--- config.mk ---
export PLATFORM = sky130hd
export DESIGN_NAME = uart_tx_fifo
export DESIGN_NICKNAME = d
export VERILOG_FILES = /design/src/rtl/uart_tx_fifo_pkg.sv /design/src/rtl/uart_sync_fifo.sv /design/src/rtl/uart_tx_fifo.sv
export SDC_FILE = /design/constraint.sdc
export NUM_CORES = 1
export LEC_CHECK = 0
export CORE_UTILIZATION = 60
export CTS_BUF_LIST = sky130_fd_sc_hd__clkbuf_2
export DETAILED_ROUTE_END_ITERATION = 6
export PLACE_DENSITY = 0.79
export SLEW_MARGIN = 10
export SYNTH_ARGS = -nofsm -noshare
export SYNTH_HDL_FRONTEND = slang
export SYNTH_SLANG_ARGS = --single-unit
--- constraint.sdc ---
create_clock -name i_Clock -period 4 [get_ports i_Clock]
set_clock_uncertainty 0.15 [all_clocks]
set_input_delay 1 -clock i_Clock [delete_from_list [all_inputs] [get_ports i_Clock]]
set_output_delay 1 -clock i_Clock [all_outputs]
set_load 0.01 [all_outputs]
--- src/rtl/uart_tx_fifo_pkg.sv ---
// Shared types and constants for the UART transmit FIFO slice.
// Launch FSM encodings and the uart_tx bit-period default used alongside it.
package uart_tx_fifo_pkg;

  typedef enum logic [1:0] {
    S_IDLE = 2'b00,
    S_WAIT = 2'b01,
    S_GAP  = 2'b10
  } tx_state_e;

  localparam int CLKS_PER_BIT = 87;
  localparam int BYTE_W       = 8;

endpackage

--- src/rtl/uart_sync_fifo.sv ---
// Synchronous FIFO: register-array storage, wrapping pointers, count, registered full/empty.
// Read data is the combinational head; pops are ignored when empty, pushes when full.
module uart_sync_fifo
  import uart_tx_fifo_pkg::*;
#(
  parameter int ADDR_WIDTH = 4,
  parameter int DATA_WIDTH = BYTE_W
) (
  input  logic                  i_Clock,
  input  logic                  i_Reset,
  input  logic                  i_Wr_En,
  input  logic [DATA_WIDTH-1:0] i_Wr_Data,
  input  logic                  i_Rd_En,
  output logic [DATA_WIDTH-1:0] o_Rd_Data,
  output logic                  o_Full,
  output logic                  o_Empty,
  output logic [ADDR_WIDTH:0]   o_Count
);

  localparam int DEPTH = 1 << ADDR_WIDTH;
  localparam logic [ADDR_WIDTH:0] DEPTH_CNT = (ADDR_WIDTH+1)'(DEPTH);
  localparam logic [ADDR_WIDTH:0] ONE_CNT   = (ADDR_WIDTH+1)'(1);
  localparam logic [ADDR_WIDTH-1:0] ONE_PTR = ADDR_WIDTH'(1);

  logic [DATA_WIDTH-1:0] mem_q [DEPTH];
  logic [ADDR_WIDTH-1:0] wr_ptr_q;
  logic [ADDR_WIDTH-1:0] rd_ptr_q;
  logic [ADDR_WIDTH:0]   count_q;
  logic [ADDR_WIDTH:0]   count_d;
  logic                  full_q;
  logic                  empty_q;
  logic                  push;
  logic                  pop;

  assign push = i_Wr_En && !full_q;
  assign pop  = i_Rd_En && !empty_q;

  always_comb begin
    count_d = count_q;
    case ({push, pop})
      2'b10:   count_d = count_q + ONE_CNT;
      2'b01:   count_d = count_q - ONE_CNT;
      default: count_d = count_q;
    endcase
  end

  always_ff @(posedge i_Clock) begin
    if (i_Reset) begin
      wr_ptr_q <= '0;
      rd_ptr_q <= '0;
      count_q  <= '0;
      full_q   <= 1'b0;
      empty_q  <= 1'b1;
    end else begin
      if (push) wr_ptr_q <= wr_ptr_q + ONE_PTR;
      if (pop)  rd_ptr_q <= rd_ptr_q + ONE_PTR;
      count_q <= count_d;
      // Flags track the post-edge count so they are valid from the same edge.
      full_q  <= (count_d == DEPTH_CNT);
      empty_q <= (count_d == '0);
    end
  end

  always_ff @(posedge i_Clock) begin
    if (push) mem_q[wr_ptr_q] <= i_Wr_Data;
  end

  assign o_Rd_Data = mem_q[rd_ptr_q];
  assign o_Full    = full_q;
  assign o_Empty   = empty_q;
  assign o_Count   = count_q;

endmodule

--- src/rtl/uart_tx_fifo.sv ---
// Byte queue and launcher in front of uart_tx; one launch per frame with a one-cycle gap after done.
// Optional UART_TX_FIFO_STATS_EN adds o_Level and a saturating o_Drop_Count for refused writes.
module uart_tx_fifo
  import uart_tx_fifo_pkg::*;
#(
  parameter int ADDR_WIDTH = 4,
  parameter int DATA_WIDTH = BYTE_W
) (
  input  logic                  i_Clock,
  input  logic                  i_Reset,
  input  logic                  i_Wr_DV,
  input  logic [DATA_WIDTH-1:0] i_Wr_Byte,
  output logic                  o_Full,
  output logic                  o_Empty,
  output logic                  o_Tx_DV,
  output logic [DATA_WIDTH-1:0] o_Tx_Byte,
  input  logic                  i_Tx_Active,
`ifdef UART_TX_FIFO_STATS_EN
  output logic [ADDR_WIDTH:0]   o_Level,
  output logic [7:0]            o_Drop_Count,
`endif
  input  logic                  i_Tx_Done
);

  tx_state_e             state_q;
  logic                  tx_dv_q;
  logic [DATA_WIDTH-1:0] tx_byte_q;
  logic [DATA_WIDTH-1:0] head;
  logic                  fifo_full;
  logic                  fifo_empty;
  logic [ADDR_WIDTH:0]   level;
  logic                  launch;

  assign launch = (state_q == S_IDLE) && !fifo_empty && !i_Tx_Active;

  uart_sync_fifo #(
    .ADDR_WIDTH (ADDR_WIDTH),
    .DATA_WIDTH (DATA_WIDTH)
  ) u_fifo (
    .i_Clock   (i_Clock),
    .i_Reset   (i_Reset),
    .i_Wr_En   (i_Wr_DV),
    .i_Wr_Data (i_Wr_Byte),
    .i_Rd_En   (launch),
    .o_Rd_Data (head),
    .o_Full    (fifo_full),
    .o_Empty   (fifo_empty),
    .o_Count   (level)
  );

  always_ff @(posedge i_Clock) begin
    if (i_Reset) begin
      state_q   <= S_IDLE;
      tx_dv_q   <= 1'b0;
      tx_byte_q <= '0;
    end else begin
      tx_dv_q <= 1'b0;
      case (state_q)
        S_IDLE: begin
          if (launch) begin
            tx_dv_q   <= 1'b1;
            tx_byte_q <= head;
            state_q   <= S_WAIT;
          end
        end
        S_WAIT: begin
          if (i_Tx_Done) state_q <= S_GAP;
        end
        // uart_tx needs one cycle in its idle state before it accepts another pulse.
        S_GAP:   state_q <= S_IDLE;
        default: state_q <= S_IDLE;
      endcase
    end
  end

  assign o_Full    = fifo_full;
  assign o_Empty   = fifo_empty;
  assign o_Tx_DV   = tx_dv_q;
  assign o_Tx_Byte = tx_byte_q;

`ifdef UART_TX_FIFO_STATS_EN
  logic [7:0] drop_cnt_q;

  always_ff @(posedge i_Clock) begin
    if (i_Reset) begin
      drop_cnt_q <= 8'h00;
    end else if (i_Wr_DV && fifo_full && (drop_cnt_q != 8'hFF)) begin
      drop_cnt_q <= drop_cnt_q + 8'h01;
    end
  end

  assign o_Level      = level;
  assign o_Drop_Count = drop_cnt_q;
`else
  logic unused_level;
  assign unused_level = ^level;
`endif

endmodule
==> results by group <==
Route
  – Vias: slightly above 3,000
  – Drt pass-1 iters: 6
  – Drc violations: 0
  – DRT Wirelength: ~10,000 µm
  – Routed len/inst: 20.2 µm
  – DRT iter0 DRCs: 202
  – Final ANT Viol Nets: 0
  – DR vias/cell: between 5 and 6

Yosys
  – Net count after synthesis: 360
  – Largest area contributor in the netlist: edfxtp_1
  – Synthesized area: around 6100 µm²
  – Mapped Cells: 339
  – Sequential area share after synthesis: roughly 72%
  – Synth area leaders: edfxtp_1, mux4_2, dfxtp_1
  – Syn_area_per_cell: about 18 µm²
  – Number of synthesized register bits: between 150 and 200
  – Yosys cell types: 34
  – Yosys warns: 0
  – Synth top area share: around 63%

Clocking
  – CTS tree: done
  – Clock sink count: about 150
  – CTS Root Buffer Type: clkbuf_2
  – CTS max path bufs: 2
  – Reg clk slew, reported paths: around 0.22 ns
  – # H-tree levels: 4
  – Clock buffer count from CTS: 17
  – Cts repair resizes: 0
  – Setup Fix Bufs, Post-CTS: 0
  – Clock latency on the worst-skew pair: 0.69 ns
  – Hold_buf cts: 0

Cells and area
  – Commonest non-fill, non-tap cell in the layout: edfxtp_1
  – Layout cells sized above 1: between 20 and 25%
  – N_diodes: 0
  – # nets final: approximately 400
  – Synth-to-Final Area Change: 11.0%
  – Fillers: ~660
  – Finished Core Util: 68.8%
  – Fin area: roughly 6800 µm²
  – Most frequent cells in the layout: edfxtp_1, mux4_2, nand2_1, dfxtp_1, nor2_1

Critical path
  – Worst r2r src: state_q[1]
  – Setup crit end kind: flip-flop
  – Max FO, Critical Path: 13
  – Critical path launch point type: input pin
  – Critical-path top delay cell: or4_4
  – CP Cell Sequence: clkdlybuf4s50_1, or4_4, inv_2, nand2_2, inv_1, ha_1, a21o_1, a21oi_1, o211ai_1, xor2_1, and4bb_1
  – R2R setup slack: 1.28 ns
  – Worst r2r path cells: 10
  – Max incr delay on CP: 0.52 ns
  – CP arrival: ~3.4 ns
  – Crit path required time: 4.45 ns
  – Crit path kind: in -> reg
  – FF-to-FF End: u_fifo.o_Full

Power
  – Pwr Density: 465 nW/µm²
  – P_sw: roughly 800 µW
  – Combinational share of power: 12.4%
  – Clock power frac: 29.9%
  – P_int: 2.34 mW
  – Pleak: between 2 and 2.5 nW
  – Worst VDD drop: 0.000383 V
  – Sequential power share: between 50% and 60%
  – Switch share: 25.5%

Global routing
  – Number of global-route vias before repair: 3,008
  – Congestion Overflow GR: 0
  – Total GRT Usage: 22.4%
  – Pin count of the biggest net entering global routing: 36
  – First-pass GRT wire length: 16,300 µm
  – Initial antenna violation count: 0

Floorplanning
  – Die height: 103 µm
  – Io pins: 24
  – Initial Util: approximately three fifths
  – Die area: 10,500 µm²
  – Core area: between 9000 and 10,000 µm²
  – # rows: 36
  – Die width: 103 µm

Flow run
  – Max-cap violations: 0

Hold path
  – Hold Crit Endpoint: o_Tx_Byte[7]
  – Hold Path Stages: 2
  – Min-delay src: o_Tx_Byte[7]
  – Hold WC Path Type: reg -> reg

Timing
  – Minimum clock period: roughly 3 ns
  – Rel. slew slack: 37.6%
  – Tcrit/Tclk final: 74.8%
  – Tightest Pin Transition: 0.934 ns
  – RSZ-0062 raised after global routing: false
  – Final Max Tran Viols: 0
  – Final setup viols: 0
  – Fmax: 334 MHz
  – Final Hold Fails: 0
  – Worst hold slack: 0.322 ns
  – Setup TNS: 0 ns
  – Post-layout worst setup margin: 1.01 ns

Placed design
  – Dpl ws: ~0.32 ns
  – Final GP Congestion: 0.788
  – Placed inst area: 6480 µm²
  – Hpwl dp: between 6000 and 7000 µm
  – Port Buf Inserts: 23

Status
  – Status: completed
==> power by group through the flow <==
stage	registers (mW)	clock network, mW	logic [mW]
2_1_floorplan	1.84	0	0.274
3_3_place_gp	1.84	0	0.380
3_5_place_dp	1.84	0	0.391
4_1_cts	1.81	0.950	0.393
5_1_grt	1.82	1.02	0.426
6_report	1.81	0.939	0.390
==> area by class of cell <==
type,instances,area (µm²),area share [%]
Tap cell,133,166,2.46
Multi-Input combinational cell,159,1620,24.0
Inverter,5,18.8,0.278
Timing Repair Buffer,34,313,4.63
Clock inverter,14,186,2.76
Clock buffer,17,85.1,1.26
Sequential cell,154,4370,64.6
==> synthesized netlist by cell type <==
library cell,n
nand2b_1,3
a21o_1,3
or3_1,1
mux2i_1,2
and4bb_1,1
inv_2,1
nor2b_1,3
ha_1,8
nand4_1,2
nand2_2,1
o21ai_1,1
or3b_2,1
dfxtp_1,26
nand2_1,28
o22ai_1,1
mux4_2,40
inv_1,4
o21ai_0,2
nor3_1,5
buf_2,5
a31o_2,1
edfxtp_1,128
or4_4,1
xnor2_1,4
o211ai_1,1
clkbuf_1,16
a22oi_1,1
o311ai_2,1
a21oi_1,15
a32oi_1,1
xor2_1,6
nor4bb_1,1
o32ai_2,1
nor2_1,24
==> per-layer routing <==
| metal | vias to the layer above | share of wire [%] | global-route usage, % |
|---|---|---|---|
| met5 | - | 0 | 0 |
| li1 | 1395 | - | - |
| met3 | 11 | 5.2 | 5.97 |
| met4 | 0 | 0.81 | 8.13 |
| met2 | 96 | 50 | 35.1 |
| met1 | 1555 | 44 | 30.8 |
==> cell families (layout without fill, tap and decap cells) <==
logic type | after synthesis | after routing | synth area share (%)
DFF | 154 | 154 | 71.7
and+or+nand+nor | 71 | 71 | 5.35
muxes | 42 | 42 | 15.1
AOI/OAI and AO/OA | 28 | 28 | 3.02
buffers and inverters | 26 | 70 | 1.71
xor gates and xnor gates | 10 | 10 | 1.44
adders and majority gates | 8 | 8 | 1.64
==> how the worst max path moves through the flow <==
| stage | startpoint | to | slack, ns | depth (start not counted) |
|---|---|---|---|---|
| after floorplan | i_Tx_Active | u_fifo.o_Full | 0.69 | 10 |
| after global placement | i_Tx_Active | u_fifo.o_Full | 0.41 | 11 |
| after detailed placement | i_Tx_Active | u_fifo.o_Full | 0.32 | 11 |
| after CTS | i_Tx_Active | u_fifo.o_Full | 1.09 | 11 |
| after global routing | i_Tx_Active | u_fifo.o_Full | 0.94 | 11 |
| final | i_Tx_Active | u_fifo.o_Full | 1.01 | 11 |
==> per-stage QoR <==
stage | std cells | power, mW
detailed placement | 485 | 2.23
finish | 516 | 3.14
global placement | 485 | 2.22
global route | 516 | 3.26
floorplan | 339 | 2.11
CTS | 516 | 3.15
==> worst max-delay path: cells and delay by family <==
family / cells / cell delay [ns]
AO/OA/AOI/OAI: 3 / 0.46
AND/OR/NAND/NOR: 3 / 0.83
buffers and inverters: 3 / 0.64
XOR/XNOR: 1 / 0.21
adder cells (fa/ha/maj): 1 / 0.29
==> flip-flops by register name, summed over array words and instances (netlist names) <==
name,cells
o_Tx_Byte,8
u_fifo.rd_ptr_q,4
u_fifo.o_Count,5
u_fifo.mem_q,128
o_Tx_DV,1
u_fifo.wr_ptr_q,4
u_fifo.o_Empty,1
state_q,2
u_fifo.o_Full,1
Note: power is estimated with default switching activity, not from simulation.
